--- src/rtl/writeback_if.sv ---
// Memory-stage to writeback bundle: the retiring-instruction handshake plus the
// register-file write port that the decode stage consumes.
interface writeback_if #(
    parameter int XLEN = 32,
    parameter int RD_W = 5
);
    logic            i_valid;
    logic            ready;
    logic [6:0]      i_opcode;
    logic [2:0]      i_func_3;
    logic [RD_W-1:0] i_rd_num;
    logic [XLEN-1:0] i_alu_res;
    logic [XLEN-1:0] i_pc;
    logic            i_mem_valid;
    logic [XLEN-1:0] i_mem_data;
    logic [XLEN-1:0] w_rd;
    logic [RD_W-1:0] w_rd_num;
    logic            reg_op;
    logic            misalign;
    logic [63:0]     retired;

    modport master (
        output i_valid, i_opcode, i_func_3, i_rd_num, i_alu_res, i_pc,
               i_mem_valid, i_mem_data,
        input  ready, w_rd, w_rd_num, reg_op, misalign, retired
    );

    modport slave (
        input  i_valid, i_opcode, i_func_3, i_rd_num, i_alu_res, i_pc,
               i_mem_valid, i_mem_data,
        output ready, w_rd, w_rd_num, reg_op, misalign, retired
    );
endinterface

--- src/rtl/writeback_unit.sv ---
// Register-file writer: accepts retiring instructions, waits for late load data,
// formats loads and issues a registered one-cycle write pulse.
// Optional retired-instruction counter enabled by macro WB_RETIRE_CNT_EN.
module writeback_unit #(
    parameter int XLEN = 32,
    parameter int RD_W = 5
) (
    input  logic      i_clk,
    input  logic      i_rst,
    writeback_if.slave wb
);
    localparam logic [6:0] OPC_OP     = 7'b0110011;
    localparam logic [6:0] OPC_OP_IMM = 7'b0010011;
    localparam logic [6:0] OPC_LUI    = 7'b0110111;
    localparam logic [6:0] OPC_AUIPC  = 7'b0010111;
    localparam logic [6:0] OPC_JAL    = 7'b1101111;
    localparam logic [6:0] OPC_JALR   = 7'b1100111;
    localparam logic [6:0] OPC_LOAD   = 7'b0000011;

    typedef enum logic {IDLE, WAIT_MEM} state_t;

    state_t          state, state_next;
    logic [2:0]      held_func_3;
    logic [RD_W-1:0] held_rd_num;
    logic [1:0]      held_addr;

    logic [2:0]      ld_func_3;
    logic [1:0]      ld_addr;
    logic [XLEN-1:0] ld_value;
    logic            ld_bad;
    logic [7:0]      lane_byte;
    logic [15:0]     lane_half;

    logic            done;
    logic            hold_load;
    logic            next_write;
    logic            next_misalign;
    logic [XLEN-1:0] next_value;
    logic [RD_W-1:0] next_rd_num;

    logic [XLEN-1:0] w_rd_q;
    logic [RD_W-1:0] w_rd_num_q;
    logic            reg_op_q;
    logic            misalign_q;

    assign wb.ready    = (state == IDLE);
    assign wb.w_rd     = w_rd_q;
    assign wb.w_rd_num = w_rd_num_q;
    assign wb.reg_op   = reg_op_q;
    assign wb.misalign = misalign_q;

    assign ld_func_3 = (state == IDLE) ? wb.i_func_3 : held_func_3;
    assign ld_addr   = (state == IDLE) ? wb.i_alu_res[1:0] : held_addr;

    always_comb begin
        ld_value  = '0;
        ld_bad    = 1'b0;
        lane_byte = wb.i_mem_data[7:0];
        lane_half = ld_addr[1] ? wb.i_mem_data[31:16] : wb.i_mem_data[15:0];
        case (ld_addr)
            2'd1:    lane_byte = wb.i_mem_data[15:8];
            2'd2:    lane_byte = wb.i_mem_data[23:16];
            2'd3:    lane_byte = wb.i_mem_data[31:24];
            default: lane_byte = wb.i_mem_data[7:0];
        endcase
        case (ld_func_3)
            3'b000: ld_value = {{(XLEN-8){lane_byte[7]}}, lane_byte};
            3'b100: ld_value = {{(XLEN-8){1'b0}}, lane_byte};
            3'b001: begin
                ld_value = {{(XLEN-16){lane_half[15]}}, lane_half};
                ld_bad   = ld_addr[0];
            end
            3'b101: begin
                ld_value = {{(XLEN-16){1'b0}}, lane_half};
                ld_bad   = ld_addr[0];
            end
            3'b010: begin
                ld_value = wb.i_mem_data;
                ld_bad   = (ld_addr != 2'b00);
            end
            default: ld_bad = 1'b1;
        endcase
    end

    always_ff @(posedge i_clk or negedge i_rst) begin
        if (!i_rst) begin
            state <= IDLE;
        end else begin
            state <= state_next;
        end
    end

    // Decide completion and the write to present next cycle; stores, branches
    // and unknown opcodes complete without touching the register file.
    always_comb begin
        state_next    = state;
        done          = 1'b0;
        hold_load     = 1'b0;
        next_write    = 1'b0;
        next_misalign = 1'b0;
        next_value    = '0;
        next_rd_num   = wb.i_rd_num;
        case (state)
            IDLE: begin
                if (wb.i_valid) begin
                    case (wb.i_opcode)
                        OPC_OP, OPC_OP_IMM, OPC_LUI, OPC_AUIPC: begin
                            done       = 1'b1;
                            next_write = 1'b1;
                            next_value = wb.i_alu_res;
                        end
                        OPC_JAL, OPC_JALR: begin
                            done       = 1'b1;
                            next_write = 1'b1;
                            next_value = wb.i_pc + XLEN'(4);
                        end
                        OPC_LOAD: begin
                            if (wb.i_mem_valid) begin
                                done          = 1'b1;
                                next_write    = !ld_bad;
                                next_misalign = ld_bad;
                                next_value    = ld_value;
                            end else begin
                                hold_load  = 1'b1;
                                state_next = WAIT_MEM;
                            end
                        end
                        default: done = 1'b1;
                    endcase
                end
            end
            WAIT_MEM: begin
                next_rd_num = held_rd_num;
                if (wb.i_mem_valid) begin
                    done          = 1'b1;
                    next_write    = !ld_bad;
                    next_misalign = ld_bad;
                    next_value    = ld_value;
                    state_next    = IDLE;
                end
            end
            default: state_next = IDLE;
        endcase
    end

    always_ff @(posedge i_clk or negedge i_rst) begin
        if (!i_rst) begin
            held_func_3 <= '0;
            held_rd_num <= '0;
            held_addr   <= '0;
        end else if (hold_load) begin
            held_func_3 <= wb.i_func_3;
            held_rd_num <= wb.i_rd_num;
            held_addr   <= wb.i_alu_res[1:0];
        end
    end

    // Writes to x0 still update the visible value and number, only the enable is masked.
    always_ff @(posedge i_clk or negedge i_rst) begin
        if (!i_rst) begin
            w_rd_q     <= '0;
            w_rd_num_q <= '0;
            reg_op_q   <= 1'b0;
            misalign_q <= 1'b0;
        end else begin
            reg_op_q   <= 1'b0;
            misalign_q <= 1'b0;
            if (done) begin
                misalign_q <= next_misalign;
                if (next_write) begin
                    w_rd_q     <= next_value;
                    w_rd_num_q <= next_rd_num;
                    reg_op_q   <= (next_rd_num != '0);
                end
            end
        end
    end

`ifdef WB_RETIRE_CNT_EN
    logic [63:0] retired_q;

    always_ff @(posedge i_clk or negedge i_rst) begin
        if (!i_rst) begin
            retired_q <= '0;
        end else if (done) begin
            retired_q <= retired_q + 64'd1;
        end
    end

    assign wb.retired = retired_q;
`else
    assign wb.retired = '0;
`endif
endmodule

--- src/flat_wrapper.sv ---
// flat-port wrapper written by rule: the top's interface ports become plain ports
module writeback_unit_flat 
#(
    parameter int XLEN = 32,
    parameter int RD_W = 5
)
  (i_clk, i_rst, wb_i_valid, wb_i_opcode, wb_i_func_3, wb_i_rd_num, wb_i_alu_res, wb_i_pc, wb_i_mem_valid, wb_i_mem_data, wb_ready, wb_w_rd, wb_w_rd_num, wb_reg_op, wb_misalign, wb_retired);
  writeback_if #(.XLEN(XLEN), .RD_W(RD_W)) wb_i ();
  input  logic i_clk;
  input  logic i_rst;
  input wire logic [$bits(wb_i.i_valid)-1:0] wb_i_valid;
  input wire logic [$bits(wb_i.i_opcode)-1:0] wb_i_opcode;
  input wire logic [$bits(wb_i.i_func_3)-1:0] wb_i_func_3;
  input wire logic [$bits(wb_i.i_rd_num)-1:0] wb_i_rd_num;
  input wire logic [$bits(wb_i.i_alu_res)-1:0] wb_i_alu_res;
  input wire logic [$bits(wb_i.i_pc)-1:0] wb_i_pc;
  input wire logic [$bits(wb_i.i_mem_valid)-1:0] wb_i_mem_valid;
  input wire logic [$bits(wb_i.i_mem_data)-1:0] wb_i_mem_data;
  output wire logic [$bits(wb_i.ready)-1:0] wb_ready;
  output wire logic [$bits(wb_i.w_rd)-1:0] wb_w_rd;
  output wire logic [$bits(wb_i.w_rd_num)-1:0] wb_w_rd_num;
  output wire logic [$bits(wb_i.reg_op)-1:0] wb_reg_op;
  output wire logic [$bits(wb_i.misalign)-1:0] wb_misalign;
  output wire logic [$bits(wb_i.retired)-1:0] wb_retired;
  assign wb_i.i_valid = wb_i_valid;
  assign wb_i.i_opcode = wb_i_opcode;
  assign wb_i.i_func_3 = wb_i_func_3;
  assign wb_i.i_rd_num = wb_i_rd_num;
  assign wb_i.i_alu_res = wb_i_alu_res;
  assign wb_i.i_pc = wb_i_pc;
  assign wb_i.i_mem_valid = wb_i_mem_valid;
  assign wb_i.i_mem_data = wb_i_mem_data;
  assign wb_ready = wb_i.ready;
  assign wb_w_rd = wb_i.w_rd;
  assign wb_w_rd_num = wb_i.w_rd_num;
  assign wb_reg_op = wb_i.reg_op;
  assign wb_misalign = wb_i.misalign;
  assign wb_retired = wb_i.retired;
  writeback_unit #(.XLEN(XLEN), .RD_W(RD_W)) u_core (.i_clk(i_clk), .i_rst(i_rst), .wb(wb_i));
endmodule
--- config.mk ---
export PLATFORM = sky130hd
export DESIGN_NAME = writeback_unit_flat
export DESIGN_NICKNAME = d
export VERILOG_FILES = /design/src/rtl/writeback_if.sv /design/src/rtl/writeback_unit.sv /design/src/flat_wrapper.sv
export SDC_FILE = /design/constraint.sdc
export NUM_CORES = 1
export LEC_CHECK = 0
export ABC_AREA = 1
export ABC_CLOCK_PERIOD_IN_PS = 2350
export BUFFER_PORTS_ARGS = -buffer_cell sky130_fd_sc_hd__buf_2
export CELL_PAD_IN_SITES_DETAIL_PLACEMENT = 0
export CELL_PAD_IN_SITES_GLOBAL_PLACEMENT = 1
export CORE_AREA = 2 2 128 142
export DETAILED_ROUTE_END_ITERATION = 8
export DIE_AREA = 0 0 130 144
export PLACE_DENSITY_LB_ADDON = 0.1
export RECOVER_POWER = 50
export SYNTH_ARGS = -nofsm -noshare
export SYNTH_HDL_FRONTEND = slang
export SYNTH_SLANG_ARGS = --single-unit
export TNS_END_PERCENT = 100
--- constraint.sdc ---
create_clock -name i_clk -period 2.35 [get_ports i_clk]
set_clock_uncertainty 0.05 [all_clocks]
set_input_delay 0 -clock i_clk [delete_from_list [all_inputs] [get_ports i_clk]]
set_output_delay 0 -clock i_clk [all_outputs]
set_load 0.01 [all_outputs]
* Word-level counts from Yosys, hierarchy flattened
Cells that the tools add are included.
** Word-level totals
- Bits of input ports :: 115
- Bits in registers :: 50
- Output and inout bits :: 104
- Word-level logic and storage cells :: 65
** Operators by class
- Reductions and logical operators :: 10
- Multiplexer cells :: 31
- Equal/unequal tests :: 14
- Bitwise gates (word level) :: 1
- Add/subtract/negate cells :: 1
** Operators by type and width (number)
- one-hot mux 32 bit (5 select lines) :: 1
- one-hot mux 32 bit (3 select lines) :: 1
- two-way mux 32 bit :: 2
- one-hot mux 32 bit (2 select lines) :: 1
- adder 32 x 3 -> 32 bit (second input constant) :: 1
- one-hot mux 8 bit (3 select lines) :: 1
- two-way mux 16 bit :: 1
- two-way mux 1 bit :: 15
- equality test 7 x 5 -> 1 bit (second input constant) :: 2
- equality test 7 x 6 -> 1 bit (second input constant) :: 2
- equality test 7 bit (second input constant) :: 2
- one-hot mux 1 bit (2 select lines) :: 5
- equality test 7 x 2 -> 1 bit (second input constant) :: 1
- equality test 3 bit (second input constant) :: 2
- OR reduction 2 bit :: 3
- OR reduction 6 bit :: 1
- two-way mux 5 bit :: 1
- nonzero test 5 bit :: 1
- equality test 2 bit (second input constant) :: 2
- OR reduction 4 bit :: 1
- equality test 3 x 1 -> 1 bit (second input constant) :: 1
- equality test 3 x 2 -> 1 bit (second input constant) :: 1
- zero test 3 bit :: 1
- two-way mux 3 bit :: 1
- 7 further kinds :: 7

* Longest topological paths before layout
Gate-level depths: netlist of the first run.
- Depth in word-level cells :: 11
- Depth in mapped cells :: 15

* Worst setup path before layout of the first run
Ideal clock, no wire load.
- Path type :: register to register
- From :: reg u_core.state
- To :: reg u_core.w_rd_q[11], in the netlist u_core.wb.w_rd[11]
- Path slack :: 0.528 ns
- Data arrival time :: 1.659 ns
- Data required time :: 2.187 ns
- Cell stages (with the launch flop) :: 15
- Buffers on the path :: 3
- Path through :: dfrtp_1 -> buf_6 -> nand2_2 -> o21ai_2 -> buf_6 -> nor2_2 -> nand2_1 -> nand2_1 -> nand2_1 -> a21oi_2 -> nor2_4 -> buf_6 -> or2_1 -> nand2_1 -> inv_1
** On the way
- Longest elaborated chain between the ends :: 10
** RTL lines
- start, declared :: line writeback_unit.sv:22 : state_t state, state_next;
- start signal, assigned :: line writeback_unit.sv:89 : state <= state_next;
- two-way mux 3 bit :: line writeback_unit.sv:52 : assign ld_func_3 = (state == IDLE) ? wb.i_func_3 : held_func_3;
- equality test 3 x 1 -> 1 bit (tied with other cells) :: line writeback_unit.sv:66 : case (ld_func_3)
- OR reduction 2 bit (no line)
- one-hot mux 1 bit (3 select lines) :: line writeback_unit.sv:66
- zero test 1 bit :: line writeback_unit.sv:120, writeback_unit.sv:136
- two-way mux 1 bit :: line writeback_unit.sv:118, writeback_unit.sv:134
- one-hot mux 1 bit (2 select lines) :: line writeback_unit.sv:106 : case (wb.i_opcode)
- two-way mux 1 bit :: line writeback_unit.sv:105 : if (wb.i_valid) begin
- one-hot mux 1 bit (2 select lines) :: line writeback_unit.sv:103 : case (state)
- AND reduction 2 bit (no line)
- end signal, assigned :: line writeback_unit.sv:171 : w_rd_q <= next_value;
- end, declared :: line writeback_unit.sv:41 : logic [XLEN-1:0] w_rd_q;
Several ways; a longest one is shown, not always the timed one.
A chain may end at the register's enable or synchronous reset.

* Worst setup path in the final report of the first run
Ends and elaborated chain as after synthesis.

==> flow_summary.yaml, run 1 <==
run_status:
  status: "finished, final reports clean"
synthesis:
  syn-cell-area_um2: 5580
  avgSynthCellArea_um2: 5.78
  ys_seq_area_frac: 0.224
  yosys_warnings: 0
  async_flop_share: 1.00
  synth_edf_count: 0
  ys_ff_latch: 50
  synth_ff_type: "dfrtp_1"
  synth_cells: 966
  synth_cell_type_count: 40
min_path:
  hold-path-cell-count: 3
  hold_class: "in2reg"
  hold_start: "wb_i_func_3[1]"
  hold_path_end: "u_core.held_func_3[1]$_DFFE_PN0P_"
sta:
  setup_ws_ns: 0.191
  hold_viol_final: 0
  slew_violations: 0
  worst_pin_slew_ns: 1.38
  max_freq_mhz: 463
  max-slew-margin-rel: 0.0776
  timing.hold.ws_ns: 0.00187
  finalSetupViolations: 0
  min_period_ns: 2.16
  period_share: 0.919
placement:
  dpl.hpwl_mm: 16.3
  pre_cts_ws_ns: 0.160
  placed_area_um2: 6420
  port_buffers: 154
  gp_congestion: 0.928
detailed_routing:
  drc: 0
  viasPerCell: 4.60
  dr.pass1.iters: 5
  detail-route-antenna-nets: 0
  wl_mm: 20.1
  wire_per_inst_um: 14.8
  drtIter0Drc: 320
  via_count: 6262
clocking:
  clock-sinks: 50
  cts_made_buffers: 5
  tritoncts: "built"
  clk_path_buf_depth: 2
  htreeDepth: 2
  cts_root_buffer: "clkbuf_16"
  clk_pin_slew_ns: 0.08
  clk_latency_ns: 0.30
finish:
  diodes: 0
  multi_input_area_um2: 3350
  post-route-util: 0.382
  mostFrequentLayoutCells: "nand2_1 (291), inv_1 (124), nand3_1 (116), buf_2 (115), nor2_1 (80)"
  fill_cells: 2094
  nNetsFinal: 1239
  seqCellArea_um2: 1250
  mostFrequentLayoutCell: "nand2_1"
  drive_above_1_share: 0.185
  post-route-cell-area_um2: 6650
  syn_to_final_growth_pct: 19.2
job:
  maxCapViolations: 0
power:
  p_total_uw: 3130
  p_leak_uw: 0.00357
  p_per_area_nw_per_um2: 470
  vdd_drop_max_uv: 322
die:
  start_util: 0.320
  io_pins: 219
  coreArea_um2: 17400
  dieWidth_um: 130
  fp.dieH_um: 144
  rows: 51
  dieArea_um2: 18700
worst_setup_path:
  crit-reg2reg-launch: "u_core.state$_DFF_PN0_"
  worstReg2RegEnd: "u_core.wb.w_rd[11]$_DFFE_PN0P_"
  cp.required_ns: 2.50
  cp_max_fo: 38
  path_class: "reg2reg"
  r2r_setup_slack_ns: 0.19
  reg2regPathDepth: 13
  cp-start-kind: "register"
  critPathCaptureType: "register"
  cp.arrival_ns: 2.31
global_routing:
  grt_max_degree: 51
  grt_usage: 0.214
  first_global_vias: 5835
  overflow: 0
  antenna_found_initial: 0
  grt_pass1_wl_mm: 31.0
-- worst max-delay path: stages (launching register included) --
cell and delay [ns]:
dfrtp_1 0.41, clkinvlp_4 0.18, nand2_1 0.10, nand2_2 0.09, nor2_2 0.18, nand2_1 0.13, nand2_1 0.08, nand2_1 0.10
a21oi_2 0.18, nor2_4 0.06, buf_12 0.16, or2_1 0.22, nand2_1 0.06, inv_1 0.04
-- state kept, by name, summed over array words and instances, names as in the netlist --
register            count
u_core.wb.reg_op        1
u_core.held_rd_num      5
u_core.wb.w_rd_num      5
u_core.wb.misalign      1
u_core.held_addr        2
u_core.held_func_3      3
u_core.wb.w_rd         32
u_core.state            1
-- cells in the mapped netlist, types with 3 or more instances --
library cell,instances,area (um^2)
nand2_1,292,1100
inv_1,125,469
nand3_1,116,581
nor2_1,81,304
buf_4,65,488
o21ai_0,60,300
dfrtp_1,50,1250
a21oi_1,35,175
nand2_2,21,131
buf_2,20,100
nand4_1,11,68.8
clkbuf_1,9,33.8
nor3_1,9,45.0
inv_2,8,30.0
nor2_2,8,50.1
buf_6,6,67.6
o221ai_1,6,52.6
o21ai_2,4,35.0
or2_1,4,25.0
a21oi_2,3,26.3
a31oi_1,3,18.8
buf_1,3,11.3
o211ai_1,3,22.5
-- cells by family after synthesis --
logic type | after synthesis | synth area share
AOI/OAI and AO/OA | 121 | 0.122
adders and majority gates | 1 | 0.00224
buffers and inverters | 238 | 0.219
DFF | 50 | 0.224
muxes | 1 | 0.00202
other | 1 | 0.000672
and+or+nand+nor | 554 | 0.431
-- stage by stage --
stage	cells	TNS (ns)
finish	1362	0
global route	1362	-0.000167
global placement	1343	0
CTS	1359	0
floorplan	1029	0
detailed placement	1343	0
-- worst max path at each step --
| stage | from | endpoint | slack (ns) |
|---|---|---|---|
| 5_1_grt | u_core.state$_DFF_PN0_ | u_core.wb.w_rd[11]$_DFFE_PN0P_ | -0.0002 |
| 4_1_cts | u_core.state$_DFF_PN0_ | u_core.wb.w_rd_num[2]$_DFFE_PN0P_ | 0.14 |
| 3_3_place_gp | u_core.state$_DFF_PN0_ | u_core.wb.w_rd_num[2]$_DFFE_PN0P_ | 0.17 |
| 2_1_floorplan | u_core.state$_DFF_PN0_ | u_core.wb.w_rd[11]$_DFFE_PN0P_ | 0.53 |
| 6_report | u_core.state$_DFF_PN0_ | u_core.wb.w_rd[11]$_DFFE_PN0P_ | 0.19 |
| 3_5_place_dp | u_core.state$_DFF_PN0_ | u_core.wb.w_rd_num[2]$_DFFE_PN0P_ | 0.16 |
-- timing repair --
| item | 4_1_cts | 5_1_grt |
|---|---|---|
| hold buffers | 8 | 0 |
| hold endpoints to repair | 57 | 0 |
| endpoints found under the setup margin | 0 | 22 |
| gates resized for setup | 0 | 3 |
| setup buffers | 0 | 3 |
-- area by class of cell --
type                    instances  share of cell area
flip-flops and latches         50               0.188
clock inverters                 3             0.00658
inverters                     133              0.0756
repair buffers                192               0.162
multi-input cells             741               0.504
well taps                     238              0.0448
clock buffers                   5              0.0188
-- power by group --
group	switching, uW	internal, uW	leakage (uW)
combinational	659	377	0.00285
clock	370	506	0.0000842
sequential	141	1070	0.000632
total	1170	1960	0.00357
-- per-layer routing --
layer  vias to the layer above  global-route usage  wire length [um]
li1                       3227                   -                 -
met2                       179               0.353              9280
met1                      2827               0.291              9370
met4                         0              0.0640               500
met5                         -                   0                 0
met3                        29              0.0281               944
Power figures use the tool's default switching activity.
==> run 2, diff against run 1 <==
--- a/config.mk
+++ b/config.mk
@@ -10,9 +10,9 @@
 export BUFFER_PORTS_ARGS = -buffer_cell sky130_fd_sc_hd__buf_2
 export CELL_PAD_IN_SITES_DETAIL_PLACEMENT = 0
 export CELL_PAD_IN_SITES_GLOBAL_PLACEMENT = 1
-export CORE_AREA = 2 2 128 142
+export CORE_AREA = 2 2 120 151
 export DETAILED_ROUTE_END_ITERATION = 8
-export DIE_AREA = 0 0 130 144
+export DIE_AREA = 0 0 122 153
 export PLACE_DENSITY_LB_ADDON = 0.1
 export RECOVER_POWER = 50
 export SYNTH_ARGS = -nofsm -noshare
==> flow_summary.yaml, run 2 (synthesized netlist as in run 1, its figures left out) <==
run_status:
  status: "finished, violations left"
  violations: "max-capacitance violations, max-slew violations"
finish:
  mostFrequentLayoutCells: "nand2_1 (292), inv_1 (125), nand3_1 (116), buf_2 (114), nor2_1 (80)"
  drive_above_1_share: 0.179
  diodes: 0
  largest_register_ffs: 32
  post-route-util: 0.382
  mostFrequentLayoutCell: "nand2_1"
  syn_to_final_growth_pct: 17.8
  nNetsFinal: 1235
  final_cell_count_no_fill: 1344
power:
  p_per_area_nw_per_um2: 465
  p_leak_uw: 0.00353
  internal-power_uw: 1850
  vdd_drop_max_uv: 320
  combPwrFrac: 0.343
  p_clk_frac: 0.261
  seqPwrFrac: 0.396
  p_switching_uw: 1200
  swShare: 0.393
worst_setup_path:
  path_buf_inv: 3
  cp-start-kind: "register"
  cp_common_cell: "nand2_1"
  cp.arrival_ns: 2.27
  path_class: "reg2reg"
  reg2regPathDepth: 13
  max_stage_delay_ns: 0.46
  worstReg2RegEnd: "u_core.wb.w_rd[13]$_DFFE_PN0P_"
  cp.required_ns: 2.50
  critPathCaptureType: "register"
  crit_end: "u_core.wb.w_rd[13]$_DFFE_PN0P_"
  crit_path_cell_trace: "inv_1 > nand2_1 > nand2_2 > nor2_2 > nand2_1 > buf_4 > inv_1 > a21oi_1 > nand2_1 > nand3_1 > nand2_1 > a21oi_1 > nor2_1"
  cp_max_fo: 20
  r2r_setup_slack_ns: 0.22
  crit_start: "u_core.state$_DFF_PN0_"
  cp.depth: 13
  crit-reg2reg-launch: "u_core.state$_DFF_PN0_"
  cp_slowest_cell: "dfrtp_2"
  critPathTopFamily: "simple AND/OR/NAND/NOR gates"
global_routing:
  grt_pass1_wl_mm: 32.4
  antenna_found_initial: 0
  grt_usage: 0.224
  overflow: 0
  first_global_vias: 6083
  grt_max_degree: 61
clocking:
  cts_root_buffer: "clkbuf_16"
  post_cts_buffers: 0
  clock-sinks: 50
  cts_made_buffers: 5
  htreeDepth: 2
  clk_path_buf_depth: 2
  tritoncts: "built"
  clk_pin_slew_ns: 0.08
  clk_latency_ns: 0.30
die:
  fp.dieH_um: 153
  dieWidth_um: 122
  coreArea_um2: 17200
  io_pins: 219
  dieArea_um2: 18700
  start_util: 0.324
  rows: 54
detailed_routing:
  wire_per_inst_um: 15.5
  viasPerCell: 4.72
  dr.pass1.iters: 5
  wl_mm: 20.9
  via_count: 6338
  drc: 0
  detail-route-antenna-nets: 0
  drtIter0Drc: 310
sta:
  rsz0062_at_grt: "no"
  finalSetupViolations: 0
  max_freq_mhz: 470
  fin_setup_tns_ns: 0
  worst_pin_slew_ns: 1.58
  min_period_ns: 2.13
  period_share: 0.906
  max-slew-margin-rel: -0.0514
  hold_viol_final: 0
  slew_violations: 27
placement:
  port_buffers: 154
  place_inst: 1327
  gp_congestion: 0.923
  dpl.hpwl_mm: 17.2
min_path:
  hold_class: "in2reg"
job:
  maxCapViolations: 1
[run 2: changes by cell type in the layout (fill, tap and decap cells not counted), moves of 2 or more]
cell	before	now
buf_4	24	21
clkbuf_1	39	41
clkinv_4	0	2
nand2_2	22	20
[run 2: final cells by class]
class | count | area, um^2
Clock buffer | 5 | 125
Clock inverter | 3 | 28.8
Fill cell | 2032 | 10700
Inverter | 133 | 499
Multi-Input combinational cell | 741 | 3360
Sequential cell | 50 | 1250
Tap cell | 224 | 280
Timing Repair Buffer | 188 | 1030
[run 2: how the worst min path moves through the flow]
stage | to | depth (start not counted) | startpoint | slack [ns]
5_1_grt | u_core.wb.w_rd[31]$_DFFE_PN0P_ | 5 | wb_i_alu_res[31] | 0.02
3_5_place_dp | u_core.held_addr[1]$_DFFE_PN0P_ | 1 | i_rst | 0.02
4_1_cts | u_core.wb.w_rd[31]$_DFFE_PN0P_ | 5 | wb_i_alu_res[31] | 0.002
6_report | u_core.wb.w_rd[31]$_DFFE_PN0P_ | 5 | wb_i_alu_res[31] | 0.005
2_1_floorplan | u_core.held_addr[0]$_DFFE_PN0P_ | 0 | i_rst | -0.35
3_3_place_gp | u_core.held_addr[1]$_DFFE_PN0P_ | 1 | i_rst | 0.01
[run 2: timing repair]
| action | in CTS | in global routing |
|---|---|---|
| endpoints found under the hold margin | 32 | 0 |
| gates resized for setup | 0 | 4 |
| endpoints found under the setup margin | 0 | 9 |
| hold buffers | 9 | 0 |
[run 2: metal layers]
metal | global-route usage | wire length [um] | part of all wire
met5 | 0 | 0 | 0
met4 | 0.0963 | 823 | 0.039
met3 | 0.0187 | 879 | 0.042
met2 | 0.386 | 10300 | 0.49
met1 | 0.282 | 8920 | 0.43
[run 2: metrics by stage]
step / hold WS [ns] / worst slack, ns / total power, uW / instance area [um^2]
3_3_place_gp: 0.0113 / 0.135 / 2320 / 6380
6_report: 0.00471 / 0.222 / 3060 / 6580
5_1_grt: 0.0219 / 0.0288 / 3270 / 6580
4_1_cts: 0.00164 / 0.108 / 3150 / 6620
2_1_floorplan: -0.346 / 0.528 / 1870 / 5820
3_5_place_dp: 0.0219 / 0.133 / 2320 / 6380
[run 2: power by group through the flow]
stage          clock (uW)  combinational [uW]  sequential [uW]
2_1_floorplan           0                 570             1300
3_3_place_gp            0                1100             1230
3_5_place_dp            0                1100             1230
4_1_cts               826                1110             1210
5_1_grt               851                1180             1240
6_report              798                1050             1210
[run 2: worst reg2reg max path, cell delays in order (launching register included)]
cell and delay [ns]:
dfrtp_2 0.46, inv_1 0.20, nand2_1 0.10, nand2_2 0.11, nor2_2 0.07, nand2_1 0.08
buf_4 0.23, inv_1 0.12, a21oi_1 0.19, nand2_1 0.10, nand3_1 0.08, nand2_1 0.05
a21oi_1 0.13, nor2_1 0.05
